==> config.mk <==
export PLATFORM = sky130hd
export DESIGN_NAME = ph_byte_drain
export DESIGN_NICKNAME = d
export VERILOG_FILES = /design/src/rtl/ph_byte_drain.sv
export SDC_FILE = /design/constraint.sdc
export NUM_CORES = 1
export LEC_CHECK = 0
export BUFFER_PORTS_ARGS = -buffer_cell sky130_fd_sc_hd__buf_4
export CELL_PAD_IN_SITES_DETAIL_PLACEMENT = 0
export CELL_PAD_IN_SITES_GLOBAL_PLACEMENT = 1
export CORE_MARGIN = 3
export CORE_UTILIZATION = 40
export DETAILED_ROUTE_END_ITERATION = 8
export PLACE_DENSITY = 0.69
export SLEW_MARGIN = 20
export SYNTH_ARGS = -nofsm -noshare
export SYNTH_HDL_FRONTEND = slang
export SYNTH_SLANG_ARGS = --single-unit
==> constraint.sdc <==
create_clock -name h_phi2 -period 1.9 [get_ports h_phi2]
set_clock_uncertainty 0.05 [all_clocks]
set_input_delay 0.38 -clock h_phi2 [delete_from_list [all_inputs] [get_ports h_phi2]]
set_output_delay 0.38 -clock h_phi2 [all_outputs]
set_load 0.05 [all_outputs]
==> src/rtl/ph_byte_drain.sv <==
// Host-side drain for the parasite-to-host byte buffer: polls the flag, strobes a read,
// and queues captured bytes into a small FIFO presented as a valid/ready stream.
module ph_byte_drain #(
  parameter int DEPTH      = 4,
  parameter int LVL_W      = 3,
  parameter int SETTLE_MAX = 8
) (
  input  logic             h_phi2,
  input  logic             h_rst_b,
  input  logic             enable,
  input  logic             h_data_available,
  input  logic [7:0]       h_data,
  output logic             h_selectData,
  output logic             h_rd,
  output logic [7:0]       out_data,
  output logic             out_valid,
  input  logic             out_ready,
  output logic [LVL_W-1:0] fifo_level,
  output logic             err_stuck
);

  localparam int PTR_W = (DEPTH > 1) ? $clog2(DEPTH) : 1;

  typedef enum logic [1:0] {IDLE, READ, WAIT_CLR} state_t;

  state_t           state_q, state_d;
  logic [7:0]       cnt_q, cnt_d;
  logic             err_q, err_d;
  logic             strobe_q;
  logic [PTR_W-1:0] wr_ptr_q, rd_ptr_q;
  logic [LVL_W-1:0] level_q, level_d;
  logic [7:0]       mem_q [DEPTH];
  logic             push, pop;

  assign push      = (state_q == READ);
  assign out_valid = (level_q != '0);
  assign pop       = out_valid & out_ready;
  assign out_data  = out_valid ? mem_q[rd_ptr_q] : 8'h00;

  assign h_selectData = strobe_q;
  assign h_rd         = strobe_q;
  assign fifo_level   = level_q;
  assign err_stuck    = err_q;

  always_comb begin
    state_d = state_q;
    cnt_d   = cnt_q;
    err_d   = err_q;
    case (state_q)
      // A full FIFO leaves the byte in the buffer, back-pressuring the parasite.
      IDLE: begin
        if (enable && h_data_available && (level_q < LVL_W'(DEPTH)))
          state_d = READ;
      end
      READ: begin
        state_d = WAIT_CLR;
        cnt_d   = '0;
      end
      WAIT_CLR: begin
        if (!h_data_available) begin
          state_d = IDLE;
        end else begin
          cnt_d = cnt_q + 8'd1;
          if ((cnt_q + 8'd1) == 8'(SETTLE_MAX)) begin
            err_d   = 1'b1;
            state_d = IDLE;
          end
        end
      end
      default: state_d = IDLE;
    endcase
  end

  always_comb begin
    level_d = level_q;
    if (push && !pop)
      level_d = level_q + 1'b1;
    else if (!push && pop)
      level_d = level_q - 1'b1;
  end

  always_ff @(posedge h_phi2 or negedge h_rst_b) begin
    if (!h_rst_b) begin
      state_q  <= IDLE;
      cnt_q    <= '0;
      err_q    <= 1'b0;
      strobe_q <= 1'b0;
      wr_ptr_q <= '0;
      rd_ptr_q <= '0;
      level_q  <= '0;
    end else begin
      state_q  <= state_d;
      cnt_q    <= cnt_d;
      err_q    <= err_d;
      strobe_q <= (state_d == READ);
      level_q  <= level_d;
      if (push)
        wr_ptr_q <= wr_ptr_q + 1'b1;
      if (pop)
        rd_ptr_q <= rd_ptr_q + 1'b1;
    end
  end

  // Storage needs no reset: the level counter gates visibility of stale entries.
  always_ff @(posedge h_phi2) begin
    if (push)
      mem_q[wr_ptr_q] <= h_data;
  end

endmodule

==> reports/qor.yml, run 1 <==
status: "complete, but fails checks"
violations: "negative setup slack"
synth_fp_nets: 168
worst_pin_slew_ps: 489
final_cell_mix: "32 x edfxtp_1, 27 x buf_4, 15 x dfrtp_1"
ys_ff_latch: 51
fp.dieH_microns: 80.4
first_pass_iters: 4
hold_violations: 0
vias_per_cell: 4.97
num_vias: 1296
ys_types: 33
antenna_found_initial: 0
clk_pin_slew_worst_paths_ps: 90
htree_levels: 2
cp-end-kind: "output pin"
dieWidth_microns: 80.4
hold_ws_ps: 222
die-area_sq_um: 6460
criticalPathCategory: "reg2out"
cts.sinks: 51
synthToLayoutAreaGrowth_pct: 29.1
yosys.area_share.simple: 0.122
synth_cells: 148
grt_max_degree: 20
core_sq_um: 5240
dp_cells: 247
syn_area_sq_um: 2210
clockBufferDepth: 2
grt_pass1_wl_microns: 6390
fin_nets: 210
io_buffers: 27
p_leak_uw: 0.00114
maxCapViolCount: 0
crit_path_max_fanout: 4
drive_gt1_frac: 0.403
grt_usage: 0.132
synthAdderAreaFrac: 0.0430
rsz0062_at_grt: "yes"
cellPowerDensity_nw_per_um2: 1560
wl_per_cell_microns: 15.4
num_antenna_cells: 0
synth_xor_xnor_area_share: 0.0356
async_flop_share: 0.373
drv_slew: 0
clock-root-buffer: "clkbuf_8"
overflow: 0
drc: 0
min_period_over_period: 1.10
fillCellCount: 439
fin_ws_ps: -185
start_kind: "flip-flop"
muxShareOfSynthArea: 0.0910
synth_top_family_by_area: "simple AND/OR/NAND/NOR gates"
final_cell_count_no_fill: 261
worstSkewPairLatency_ps: 290
required_ps: 1470
gp_congestion: 0.723
post-dp-hpwl_microns: 2790
initialDrtViolationCount: 74
ant_nets: 0
yosys_warnings: 0
fmax_ghz: 0.480
drt-total-wl_microns: 4010
place_ws_ps: -108
setup-violations-final: 10
max_slew_margin: 0.674
crit_arrival_ps: 1660
hp-class: "in2reg"
ys_seq_area_frac: 0.649
avgSynthCellArea_sq_um: 15.0
fp-row-count: 26
synth_compound_area_frac: 0.0305
cts_buffers: 5
yosys_most_used_dff: "edfxtp_1"
fin_crit_ps: 2090
synth_enable_flop_cells: 32
finalPower_uw: 4470
cts_tree: "built"
grt_pass1_vias: 1334
start_util: 0.423
final_common_cell: "edfxtp_1"
peakVddDrop_v: 0.000871
ioPinCount: 28
==> worst max-delay path: stages (launching register included) <==
cell	delay, ps
dfrtp_2	420
clkbuf_16	160
mux4_2	480
and2_4	160
buf_8	140
==> synthesized netlist by cell type (all sizes together), types with 2 or more instances <==
cell type,n,area share
and2,13,0.037
and4b,2,0.0090
buf,5,0.018
dfrtp,19,0.21
edfxtp,32,0.43
ha,6,0.034
inv,4,0.0068
mux4,8,0.081
nand2,10,0.017
nand3,6,0.014
nand4,2,0.0057
nor2,7,0.013
o21ai,11,0.025
or3,2,0.0057
xnor2,4,0.016
xor2,5,0.020
==> sequential cells by signal, indices dropped and copies added, names as in the netlist <==
signal and flops:
cnt_q 8, err_stuck 1, fifo_level 3, h_rd 1
mem_q 32, rd_ptr_q 2, state_q 2, wr_ptr_q 2
==> worst paths after layout <==
path                       cells past startpoint           from            end  slack, ps
setup / recovery                               4    rd_ptr_q[0]    out_data[0]       -190
min in group asynchronous                      2        h_rst_b    rd_ptr_q[1]        430
hold reg to reg                                1      err_stuck      err_stuck        420
max in group asynchronous                      2        h_rst_b  fifo_level[0]       1150
hold / removal                                 1      h_data[6]    mem_q[0][6]        220
setup reg to reg                               8  fifo_level[0]  fifo_level[2]        -50
==> per-stage QoR <==
| step | utilization | setup TNS (ps) | cell area, sq um |
|---|---|---|---|
| 2_1_floorplan | - | -377 | 2240 |
| 3_3_place_gp | 0.489 | -19.4 | 2560 |
| 3_5_place_dp | 0.489 | -163 | 2560 |
| 4_1_cts | 0.525 | -1590 | 2750 |
| 5_1_grt | 0.545 | -2080 | 2860 |
| 6_report | 0.545 | -1450 | 2860 |
==> report_power, final <==
| part | switching, uW | internal [uW] | total [uW] |
|---|---|---|---|
| clock network | 338 | 393 | 731 |
| registers | 139 | 1340 | 1480 |
| logic | 1140 | 1120 | 2250 |
| total | 1610 | 2850 | 4470 |
==> logic make-up after synthesis <==
kind of cell,after synthesis
XOR/XNOR,9
adder cells (fa/ha/maj),7
flip-flops,51
AND/OR/NAND/NOR,47
AO/OA/AOI/OAI,13
multiplexers,10
buffers and inverters,11
==> metal layers <==
metal,track usage,up-vias,share of wire
li1,-,617,-
met3,0.0370,6,0.037
met4,0.0456,0,0.015
met1,0.167,645,0.44
met5,0,-,0
met2,0.219,28,0.50
==> area by class of cell <==
class,instances,area [sq um],share of cell area
clock buffers,6,72.6,0.0254
multi-input cells,86,761,0.266
clock inverters,2,37.5,0.0131
inverters,5,18.8,0.00657
well taps,70,87.6,0.0307
flip-flops and latches,51,1440,0.505
repair buffers,41,438,0.153
==> timing repair <==
action	4_1_cts	5_1_grt
cloned	0	2
buffers inserted	1	2
pin swaps	4	8
resized for setup	14	12
endpoints found under the setup margin	11	11
hold endpoints to repair	19	0
hold buffers	1	0
Note: power is estimated with default switching activity, not from simulation.
==> run 2, diff against run 1 <==
- CTS_CLUSTER_SIZE: default -> 28
- PLACE_DENSITY: 0.69 -> 0.67
==> reports/qor.yml, run 2 (same netlist as run 1, synthesis figures left out) <==
dieWidth_microns: 80.4  # unchanged
final_cell_count_no_fill: 263  # +0.77%
largest_reg_flops: 32  # unchanged
antenna_found_initial: 0  # unchanged
status: "complete, but fails checks"
hold_ws_ps: 219  # -3.75 ps
gp_congestion: 0.721  # -0.33%
cpMostUsedCell: "buf_8"
hold_violations: 0  # unchanged
hp-class: "in2reg"
path_cells: "or3_4 -> buf_8 -> buf_12 -> and2_4 -> buf_8"
min_period_over_period: 1.11  # +0.0124
crit_path_max_fanout: 5  # +1
drive_gt1_frac: 0.409  # +0.00619
criticalPathCategory: "reg2out"
rsz0062_at_grt: "yes"
place_ws_ps: -110  # -2.38 ps
power_frac_comb: 0.526  # +0.021
dp_cells: 247  # unchanged
critical_path_depth: 5  # +1
power_switching_share: 0.375  # +0.0143
drt-total-wl_microns: 4120  # +2.8%
synthToLayoutAreaGrowth_pct: 28.7
cellPowerDensity_nw_per_um2: 1550  # -0.99%
io_buffers: 27  # unchanged
htree_levels: 2  # unchanged
fp-row-count: 26  # unchanged
fin_nets: 212  # +0.95%
max_slew_margin: 0.684  # +0.00973
fp.dieH_microns: 80.4  # unchanged
ant_nets: 0  # unchanged
cp-end-kind: "output pin"
fillCellCount: 439  # unchanged
clk_pin_slew_worst_paths_ps: 90  # about the same
initialDrtViolationCount: 79  # +6.8%
cts_buffers: 5  # unchanged
grt_pass1_wl_microns: 6800  # +6.5%
grt_pass1_vias: 1328  # -0.45%
p_clk_frac: 0.137  # -0.027
overflow: 0  # unchanged
required_ps: 1470  # about the same
critPathTopFamily: "simple AND/OR/NAND/NOR gates"
maxCapViolCount: 0  # unchanged
finalPower_uw: 4410  # -1.3%
post-dp-hpwl_microns: 2800  # +0.18%
num_antenna_cells: 0  # unchanged
vias_per_cell: 4.96  # -0.15%
peakVddDrop_v: 0.000803  # -7.8%
final_common_cell: "edfxtp_1"
setup-violations-final: 11  # +1
ff2ff_path_depth: 9  # +1
drv_slew: 0  # unchanged
largest_register: "mem_q"
slowest_stage: "dfrtp_2"
switchingPower_uw: 1660  # +2.6%
core_sq_um: 5240  # unchanged
setup_tns_ps: -1990  # -538 ps
worst_pin_slew_ps: 474  # -14.6 ps
wl_per_cell_microns: 15.7  # +2.0%
die-area_sq_um: 6460  # unchanged
grt_usage: 0.143  # +0.0107
clockBufferDepth: 2  # unchanged
start_util: 0.423  # unchanged
fin_crit_ps: 2110  # +23.5 ps
fmax_ghz: 0.474  # -1.1%
ioPinCount: 28  # unchanged
fin_ws_ps: -209  # -23.5 ps
crit_path_max_incr_delay_ps: 410  # -70 ps
drc: 0  # unchanged
cts.sinks: 51  # unchanged
violations: "negative setup slack"
start_kind: "flip-flop"
min_path_cells: 1  # unchanged
p_int_uw: 2750  # -3.5%
cp_num_buf_inv: 3  # +1
first_pass_iters: 4  # unchanged
num_vias: 1304  # +0.62%
clock-root-buffer: "clkbuf_8"
crit_arrival_ps: 1680  # +20 ps
grt_max_degree: 20  # unchanged
cts_tree: "built"
worstSkewPairLatency_ps: 300  # about the same
final_cell_mix: "32 x edfxtp_1, 26 x buf_4, 15 x dfrtp_1"
p_leak_uw: 0.00114  # -0.49%
seq_power_share: 0.336  # +0.004
==> run 2: cell types whose count changed in the layout (fill, tap and decap cells not counted), sizes merged <==
cell	previous run	this run
clkbuf	8	7
bufinv	1	0
clkinv	1	2
buf	38	41
==> run 2: worst paths after layout <==
path | from | end | slack [ps]
min | h_data[3] | mem_q[1][3] | 220
max in group asynchronous | h_rst_b | rd_ptr_q[0] | 1150
max | fifo_level[0] | out_data[7] | -210
min in group asynchronous | h_rst_b | rd_ptr_q[1] | 430
min reg2reg | err_stuck | err_stuck | 420
max reg2reg | fifo_level[0] | fifo_level[2] | -130
==> run 2: power by group through the flow <==
stage                     Sequential, uW  Clock [uW]  Combinational [uW]
after floorplan                     1580           0                1260
after global placement              1480           0                1860
after detailed placement            1490           0                1890
after CTS                           1490         625                2230
after global routing                1510         685                2470
final                               1480         606                2320
==> run 2: final cells by class <==
class | instances | area [sq um] | share of cell area
tap | 70 | 87.6 | 0.0308
clock inverter | 2 | 12.5 | 0.00439
multi-input combinational | 86 | 761 | 0.267
clock buffer | 6 | 72.6 | 0.0255
timing repair buffer | 43 | 454 | 0.159
inverter | 5 | 18.8 | 0.00659
sequential | 51 | 1440 | 0.506
==> run 2: timing repair <==
action,in CTS,in global routing
setup buffers,1,5
endpoints found under the hold margin,19,0
setup endpoints to repair,11,11
cloned,1,0
gates resized for setup,24,7
hold buffers,1,0
pin swaps,9,0
==> run 2: stage by stage <==
| stage | util | instance area, sq um |
|---|---|---|
| global placement | 0.489 | 2560 |
| detailed placement | 0.489 | 2560 |
| global route | 0.544 | 2850 |
| floorplan | - | 2240 |
| finish | 0.544 | 2850 |
| CTS | 0.531 | 2780 |
==> run 2: routing by layer <==
layer / part of all wire / GRT usage / routed length [microns]
met4: 0.016 / 0.0507 / 67
met1: 0.43 / 0.182 / 1770
met2: 0.51 / 0.234 / 2120
met5: 0 / 0 / 0
met3: 0.040 / 0.0392 / 164
